### src/rtl/mem0_stage.sv
// mem0_stage - first memory pipeline stage, directly downstream of execute.
//
// Latches the execute-to-mem0 bus. For loads and stores it raises one
// address-phase request toward data memory (size, byte strobes, replicated
// store data) and holds the instruction until the memory accepts the address
// and mem1 can take it. Non-memory instructions pass through in one cycle.
//
// Optional feature macro: MEM0_ALIGN_CHECK_EN
//   defined   : misaligned half/word accesses raise ale, issue no request,
//               and leave with rd_we cleared.
//   undefined : ale is tied 0 and every load/store issues a request.
//
// Ports:
//   clk_i, rst_n_i          clock, asynchronous active-low reset
//   ex2mem0_bus_i[107:0]    {mem_ctl[5:0], st_data, ex_result, rd_addr, rd_we, pc}
//                           (EX2MEM0BusSize = 108 in common.vh)
//   ctl_ex_over_i           EX holds a finished instruction
//   ctl_mem0_allowin_o      mem0 can accept this cycle
//   ctl_mem1_allowin_i      mem1 can accept this cycle
//   ctl_mem0_over_o         mem0 instruction done, may advance
//   mem02mem1_bus_o[76:0]   {ale, load, size, zext, addr_lo, result, rd_addr, rd_we, pc}
//                           (MEM02MEM1BusSize = 77 in common.vh)
//   ctl_mem0_dest_o         rd_addr gated by valid
//   ctl_mem0_pc_o           latched pc
//   forward_mem02id_data_o  latched ex_result
//   data_req_o .. data_wdata_o  address-phase request to data memory
//   data_addr_ok_i          memory accepts the address this cycle

module mem0_stage (
    input  logic         clk_i,
    input  logic         rst_n_i,
    input  logic [107:0] ex2mem0_bus_i,
    input  logic         ctl_ex_over_i,
    output logic         ctl_mem0_allowin_o,
    input  logic         ctl_mem1_allowin_i,
    output logic         ctl_mem0_over_o,
    output logic [76:0]  mem02mem1_bus_o,
    output logic [4:0]   ctl_mem0_dest_o,
    output logic [31:0]  ctl_mem0_pc_o,
    output logic [31:0]  forward_mem02id_data_o,
    output logic         data_req_o,
    output logic         data_wr_o,
    output logic [1:0]   data_size_o,
    output logic [31:0]  data_addr_o,
    output logic [3:0]   data_wstrb_o,
    output logic [31:0]  data_wdata_o,
    input  logic         data_addr_ok_i
);

    typedef enum logic [1:0] {
        IDLE = 2'd0,
        REQ  = 2'd1,
        HELD = 2'd2
    } state_t;

    state_t        state_q;
    state_t        state_d;
    logic          valid_q;
    // mem_ctl bit0 carries no meaning, so only bits [5:1] are kept.
    logic [4:0]    ctl_q;
    logic [101:0]  data_q;

    logic          capture;
    logic          leave;
    logic          is_load;
    logic          is_store;
    logic [1:0]    size_n;
    logic          zext;
    logic [31:0]   st_data;
    logic [31:0]   ex_result;
    logic [4:0]    rd_addr;
    logic          rd_we;
    logic [31:0]   pc;
    logic          ale;
    logic          in_ale;
    logic          memop;
    logic          in_memop;
    logic [3:0]    strobe;
    logic [31:0]   wdata;

    assign is_load   = ctl_q[4];
    assign is_store  = ctl_q[3];
    // Size 11 is treated as a word access everywhere downstream.
    assign size_n    = (ctl_q[2:1] == 2'b11) ? 2'b10 : ctl_q[2:1];
    assign zext      = ctl_q[0];
    assign st_data   = data_q[101:70];
    assign ex_result = data_q[69:38];
    assign rd_addr   = data_q[37:33];
    assign rd_we     = data_q[32];
    assign pc        = data_q[31:0];

`ifdef MEM0_ALIGN_CHECK_EN
    function automatic logic misaligned(input logic [1:0] size, input logic [1:0] lo);
        // size[1] covers both word encodings (10 and 11).
        return ((size == 2'b01) && lo[0]) || (size[1] && (lo != 2'b00));
    endfunction

    assign ale    = (is_load | is_store) & misaligned(ctl_q[2:1], ex_result[1:0]);
    assign in_ale = (ex2mem0_bus_i[107] | ex2mem0_bus_i[106])
                  & misaligned(ex2mem0_bus_i[105:104], ex2mem0_bus_i[39:38]);
`else
    assign ale    = 1'b0;
    assign in_ale = 1'b0;
`endif

    // A flagged misaligned access behaves like a non-memory instruction.
    assign memop    = (is_load | is_store) & ~ale;
    assign in_memop = (ex2mem0_bus_i[107] | ex2mem0_bus_i[106]) & ~in_ale;

    assign capture = ctl_ex_over_i & ctl_mem0_allowin_o;
    assign leave   = ctl_mem0_over_o & ctl_mem1_allowin_i;

    always_ff @(posedge clk_i or negedge rst_n_i) begin
        if (!rst_n_i) begin
            valid_q <= 1'b0;
            ctl_q   <= '0;
            data_q  <= '0;
        end else if (capture) begin
            valid_q <= 1'b1;
            ctl_q   <= ex2mem0_bus_i[107:103];
            data_q  <= ex2mem0_bus_i[101:0];
        end else if (leave) begin
            valid_q <= 1'b0;
        end
    end

    always_ff @(posedge clk_i or negedge rst_n_i) begin
        if (!rst_n_i) begin
            state_q <= IDLE;
        end else begin
            state_q <= state_d;
        end
    end

    // A new capture always decides the next state; otherwise REQ waits for
    // addr_ok and HELD waits for mem1. addr_ok outside REQ is ignored.
    always_comb begin
        state_d = state_q;
        if (capture) begin
            state_d = in_memop ? REQ : IDLE;
        end else begin
            case (state_q)
                REQ: begin
                    if (data_addr_ok_i) begin
                        state_d = ctl_mem1_allowin_i ? IDLE : HELD;
                    end
                end
                HELD: begin
                    if (ctl_mem1_allowin_i) begin
                        state_d = IDLE;
                    end
                end
                default: state_d = IDLE;
            endcase
        end
    end

    always_comb begin
        data_req_o         = (state_q == REQ);
        ctl_mem0_over_o    = valid_q & (~memop
                                        | ((state_q == REQ) & data_addr_ok_i)
                                        | (state_q == HELD));
        ctl_mem0_allowin_o = ~valid_q | (ctl_mem0_over_o & ctl_mem1_allowin_i);
    end

    // Half strobes ignore addr[0]; a misaligned low bit is simply dropped.
    always_comb begin
        strobe = 4'b1111;
        wdata  = st_data;
        case (size_n)
            2'b00: begin
                strobe = 4'b0001 << ex_result[1:0];
                wdata  = {4{st_data[7:0]}};
            end
            2'b01: begin
                strobe = ex_result[1] ? 4'b1100 : 4'b0011;
                wdata  = {2{st_data[15:0]}};
            end
            default: begin
                strobe = 4'b1111;
                wdata  = st_data;
            end
        endcase
    end

    assign data_wr_o              = is_store;
    assign data_size_o            = size_n;
    assign data_addr_o            = ex_result;
    assign data_wstrb_o           = is_store ? strobe : 4'b0000;
    assign data_wdata_o           = wdata;
    assign ctl_mem0_dest_o        = rd_addr & {5{valid_q}};
    assign ctl_mem0_pc_o          = pc;
    assign forward_mem02id_data_o = ex_result;
    assign mem02mem1_bus_o        = {ale, is_load, size_n, zext, ex_result[1:0],
                                     ex_result, rd_addr, rd_we & ~ale, pc};

endmodule

### config.mk
export PLATFORM = sky130hd
export DESIGN_NAME = mem0_stage
export DESIGN_NICKNAME = d
export VERILOG_FILES = /design/src/rtl/mem0_stage.sv
export SDC_FILE = /design/constraint.sdc
export NUM_CORES = 1
export LEC_CHECK = 0
export CAP_MARGIN = 0
export CORE_AREA = 2 2 131 133
export DETAILED_ROUTE_END_ITERATION = 10
export DIE_AREA = 0 0 133 135
export PLACE_DENSITY = 0.8
export RECOVER_POWER = 25
export SLEW_MARGIN = 10
export SYNTH_ARGS = -nofsm -noshare
export SYNTH_HDL_FRONTEND = slang
export SYNTH_SLANG_ARGS = --single-unit
### constraint.sdc
create_clock -name clk_i -period 2.35 [get_ports clk_i]
set_input_delay 0.235 -clock clk_i [delete_from_list [all_inputs] [get_ports clk_i]]
set_output_delay 0.235 -clock clk_i [all_outputs]
set_load 0.1 [all_outputs]
==> results_dict.tcl, run 1 <==
set metrics [dict create \
    outcome "finished, final reports clean" \
    syn_nets 601 \
    setup_viol 0 \
    fmax_ghz 0.502 \
    ant_nets 0 \
    synth_area_sq_um 5950 \
    synth-main-ff-cell "dfrtp_1" \
    synth.avg_cell_area_sq_um 12.2 \
    yosysSeqAreaShare 0.463 \
    syn_inst 488 \
    overflow 0 \
    n_fill_cell 1402 \
    htreeDepth 3 \
    hp-class "in2async" \
    cts_sinks 110 \
    dp_hpwl_um 11200 \
    port_buffers 330 \
    fp.dieArea_sq_um 18000 \
    drt_iter0_markers 60 \
    ys_types 25 \
    fin_crit_ns 1.99 \
    synth_edf_count 0 \
    skew_ns 0.0118 \
    dr.pass1.iters 4 \
    synth_top_area_cell "dfrtp_1" \
    cts_tree "done" \
    synth.most_common_cell "buf_4" \
    num-nets-final 754 \
    rsz0062_at_grt "no" \
    max_cap_violations 0 \
    die_y_um 135 \
    fin_crit_sh 0.848 \
    wl_um 14300 \
    final_cells 866 \
    grt_max_degree 56 \
    cts.clk_slew.worst_paths_ns 0.07 \
    clock_path_buffers 2 \
    die_w_um 133 \
    cp_max_fo 3 \
    start_util 0.363 \
    yosys_warnings 0 \
    drcViolationCount 0 \
    start_kind "flop" \
    synthArstFlopShare 1.00 \
    grt_pass1_wl_um 22000 \
    path_class "reg2out" \
    synthTopCellsByCount "buf_4 (181), mux2_2 (113), dfrtp_1 (110)" \
    routedWlPerCell_um 16.5 \
    cts_buffers 9 \
    dp.cells 849 \
    area.growth.synth_to_final_pct 41.6 \
    gp_congestion 0.746 \
    drive_above_1_share 0.569 \
    regArea_sq_um 2750 \
    cts-root-buf "clkbuf_16" \
    crit_arrival_ns 1.76 \
    synth_top_cell_area_share 0.463 \
    core_area_sq_um 16400 \
    maxSlewViolCount 0 \
    worstMarginPinSlew_ns 1.17 \
    grt_pass1_vias 4066 \
    multiInputGateArea_sq_um 1770 \
    worstPathRequired_ns 2.12 \
    finalHoldViolCount 0 \
    slew_headroom 0.222 \
    timing.hold.ws_ns 0.370 \
    grt_usage 0.155 \
    synth_area_leaders "dfrtp_1 (46%), buf_4 (23%), mux2_2 (21%)" \
    vias 3825 \
    synth-seq-cells 110 \
    rows 47 \
    antenna_found_initial 1 \
    cts_resized 0 \
    io_pins 333 \
    clock_latency_ns 0.35 \
    crit_path_end_kind "primary output" \
    avgViaCountPerCell 4.42 \
]
through the flow:
| step | area, sq um | setup slack (ns) | setup TNS [ns] | utilization |
|---|---|---|---|---|
| 4_1_cts | 8440 | 0.408 | 0 | 0.515 |
| 6_report | 8420 | 0.357 | 0 | 0.513 |
| 3_5_place_dp | 8100 | 0.215 | 0 | 0.493 |
| 2_1_floorplan | 5990 | -0.150 | -0.150 | - |
| 3_3_place_gp | 8100 | 0.271 | 0 | 0.493 |
| 5_1_grt | 8420 | 0.229 | 0 | 0.513 |
area by class of cell:
cell class | instances | area share
Timing Repair Buffer | 339 | 0.389
Clock buffer | 10 | 0.0272
Clock inverter | 5 | 0.0126
Sequential cell | 110 | 0.327
Multi-Input combinational cell | 179 | 0.210
Inverter | 2 | 0.000891
Tap cell | 220 | 0.0327
Antenna cell | 1 | 0.000297
worst max-delay path, cell delays in order (launching register included):
cell     delay, ns
dfrtp_1       0.40
and3b_1       0.20
o31ai_1       0.42
nand2_1       0.19
buf_12        0.20
cell usage in the layout (no fill, tap or decap), types with 2 or more instances in the layout:
master,synthesis,layout
mux2i_1,9,9
mux2_2,113,113
mux2_1,10,10
clkbuf_1,3,2
a21oi_1,2,2
buf_4,181,189
nand2_1,10,10
nor2_1,7,7
clkbuf_16,0,9
and2_1,5,5
dfrtp_1,110,109
nand2b_1,2,2
bufinv_16,0,3
o21a_1,2,2
nor2b_2,1,3
inv_1,2,2
clkdlybuf4s50_1,0,110
buf_12,0,37
o21ai_2,0,7
kinds of logic (layout without fill, tap and decap cells):
kind of cell,count (synthesis),count (layout),synth area share
simple gates,31,31,0.0261
flops,110,110,0.463
buf+inv,199,356,0.244
mux,132,132,0.248
other cells,1,2,0.000630
compound gates,15,15,0.0187
metal layers:
layer | track usage | vias up | wire length, um
met3 | 0.0541 | 17 | 1240
met5 | 0 | - | 0
met2 | 0.284 | 179 | 7720
met1 | 0.164 | 1877 | 5110
met4 | 0.0615 | 0 | 242
li1 | - | 1752 | -
what timing repair did:
item                                   4_1_cts  5_1_grt
endpoints found under the hold margin       27        0
hold buffers                                 1        0
setup buffers                                0        0
final timing paths:
path / start / to / slack (ns) / cells past startpoint
worst max-delay path: state_q[0] / ctl_mem0_allowin_o / 0.36 / 4
worst min-delay path: rst_n_i / data_q[98] / 0.37 / 2
worst max register to register: ctl_q[3] / data_q[90] / 0.48 / 5
worst min register to register: data_q[86] / data_q[86] / 0.51 / 1
max in group asynchronous: rst_n_i / data_q[19] / 0.89 / 3
min in group clk_i: ctl_mem1_allowin_i / state_q[1] / 0.48 / 2
state kept, by name (all words and copies together) (netlist names):
name and count:
data_q 102, ctl_q 5, state_q 2, valid_q 1
Power of run 1 is not shown: default switching activity piles up to over one toggle a cycle in this logic, so the estimate is an artifact.
==> run 2: changes to the inputs <==
- clock period: 2.35 -> 2.08 ns (I/O delays scaled with it)
==> run 2 against run 1 <==
Net effect:
- hold slack improved by 0.099 ns
- critical path type is now reg2reg
- global-route usage shrank 0.13 points
- routed wire length shrank 0.32%
==> results_dict.tcl, run 2 (synthesis gave the netlist of run 1 again) <==
set metrics [dict create \
    grt_usage 0.154 \
    cts_buffers 9 \
    clock_path_buffers 2 \
    cts_resized 0 \
    core_area_sq_um 16400 \
    ant_nets 0 \
    setup_viol 0 \
    rsz0062_at_grt "no" \
    path_class "reg2reg" \
    grt_pass1_vias 3852 \
    layout_commonest_cell "buf_4" \
    cts-root-buf "clkbuf_16" \
    area.growth.synth_to_final_pct 41.2 \
    rr_worst_depth 5 \
    drcViolationCount 0 \
    drive_above_1_share 0.576 \
    drt_iter0_markers 115 \
    routedWlPerCell_um 16.4 \
    vias 3776 \
    die_y_um 135 \
    place_area_sq_um 8120 \
    skew_ns 0.0112 \
    grt_pass1_wl_um 21600 \
    top_regs "data_q x102, ctl_q x5, state_q x2" \
    fin_crit_ns 1.92 \
    dr.pass1.iters 4 \
    finalHoldViolCount 0 \
    cts_tree "done" \
    wl_um 14300 \
    max_cap_violations 0 \
    layout.cells.most_common_list "buf_4 (190), mux2_2 (113), clkdlybuf4s50_1 (110)" \
    clock_latency_ns 0.35 \
    antenna_found_initial 0 \
    fp.dieArea_sq_um 18000 \
    slew_headroom 0.415 \
    whs_path_depth 2 \
    num-nets-final 756 \
    grt_max_degree 56 \
    maxSlewViolCount 0 \
    largest_reg_flops 102 \
    avgViaCountPerCell 4.35 \
    port_buffers 330 \
    postLayoutCellArea_sq_um 8400 \
    die_w_um 133 \
    start_util 0.363 \
    cts.clk_slew.worst_paths_ns 0.08 \
    largest-register "data_q" \
    rows 47 \
    dp_hpwl_um 11300 \
    fmax_ghz 0.520 \
    cp_max_fo 54 \
    crit_arrival_ns 2.15 \
    io_pins 333 \
    fin_crit_sh 0.924 \
    crit_path_end_kind "flop" \
    hp-class "in2reg" \
    worstPathRequired_ns 2.31 \
    outcome "finished, final reports clean" \
    antenna_cells 0 \
    cts_sinks 110 \
    worstMarginPinSlew_ns 0.877 \
    htreeDepth 3 \
    gp_congestion 0.805 \
    start_kind "flop" \
    overflow 0 \
]
==> run 2: worst max-delay path, cell delays in order (launching register included) <==
cell and delay [ns]:
dfrtp_2 0.46, nor2_1 0.27, o31ai_4 0.12, a21oi_4 0.22
buf_12 0.30, mux2_2 0.38
==> run 2: final timing paths <==
path	slack (ns)	start	to
worst max-delay path	0.16	ctl_q[3]	data_q[85]
worst min-delay path	0.47	ex2mem0_bus_i[64]	data_q[64]
worst max register to register	0.16	ctl_q[3]	data_q[85]
worst min register to register	0.51	data_q[89]	data_q[89]
max in group asynchronous	0.63	rst_n_i	data_q[53]
min in group asynchronous	0.51	rst_n_i	ctl_q[0]
==> run 2: stage by stage <==
step / TNS (ns) / instances / hold WS (ns) / setup WS [ns] / util
2_1_floorplan: 0 / 488 / -0.0876 / 0.00378 / -
3_3_place_gp: 0 / 851 / 0.173 / 0.0167 / 0.495
3_5_place_dp: -2.85 / 851 / 0.182 / -0.0477 / 0.495
4_1_cts: 0 / 868 / 0.342 / 0.140 / 0.513
5_1_grt: 0 / 868 / 0.454 / 0.0641 / 0.512
6_report: 0 / 868 / 0.469 / 0.158 / 0.512
==> run 2: final cells by class <==
class | count | area (sq um)
multi-input combinational | 179 | 1790
inverter | 2 | 7.51
fill | 1408 | 8010
sequential | 110 | 2750
clock inverter | 6 | 45.0
tap | 220 | 275
clock buffer | 10 | 239
timing repair buffer | 341 | 3290
==> run 2: timing repair <==
| item | in CTS | in global routing |
|---|---|---|
| endpoints found under the hold margin | 31 | 0 |
| buffers inserted | 0 | 0 |
| hold buffers | 1 | 0 |
| endpoints found under the setup margin | 0 | 0 |
==> run 2: per-layer routing <==
layer | share of wire | GRT usage | wire length [um]
met2 | 0.53 | 0.273 | 7520
met4 | 0.0093 | 0.0358 | 132
met3 | 0.094 | 0.0649 | 1340
met5 | 0 | 0 | 0
met1 | 0.37 | 0.172 | 5270
Power of run 2 is left out for the same reason.
==> run 3: changes to the inputs <==
- CAP_MARGIN: 0 -> default
==> results of run 3 <==
Same layout as run 2: the final DEF is identical, and so are final timing and power.
Power of run 3 is left out for the same reason.
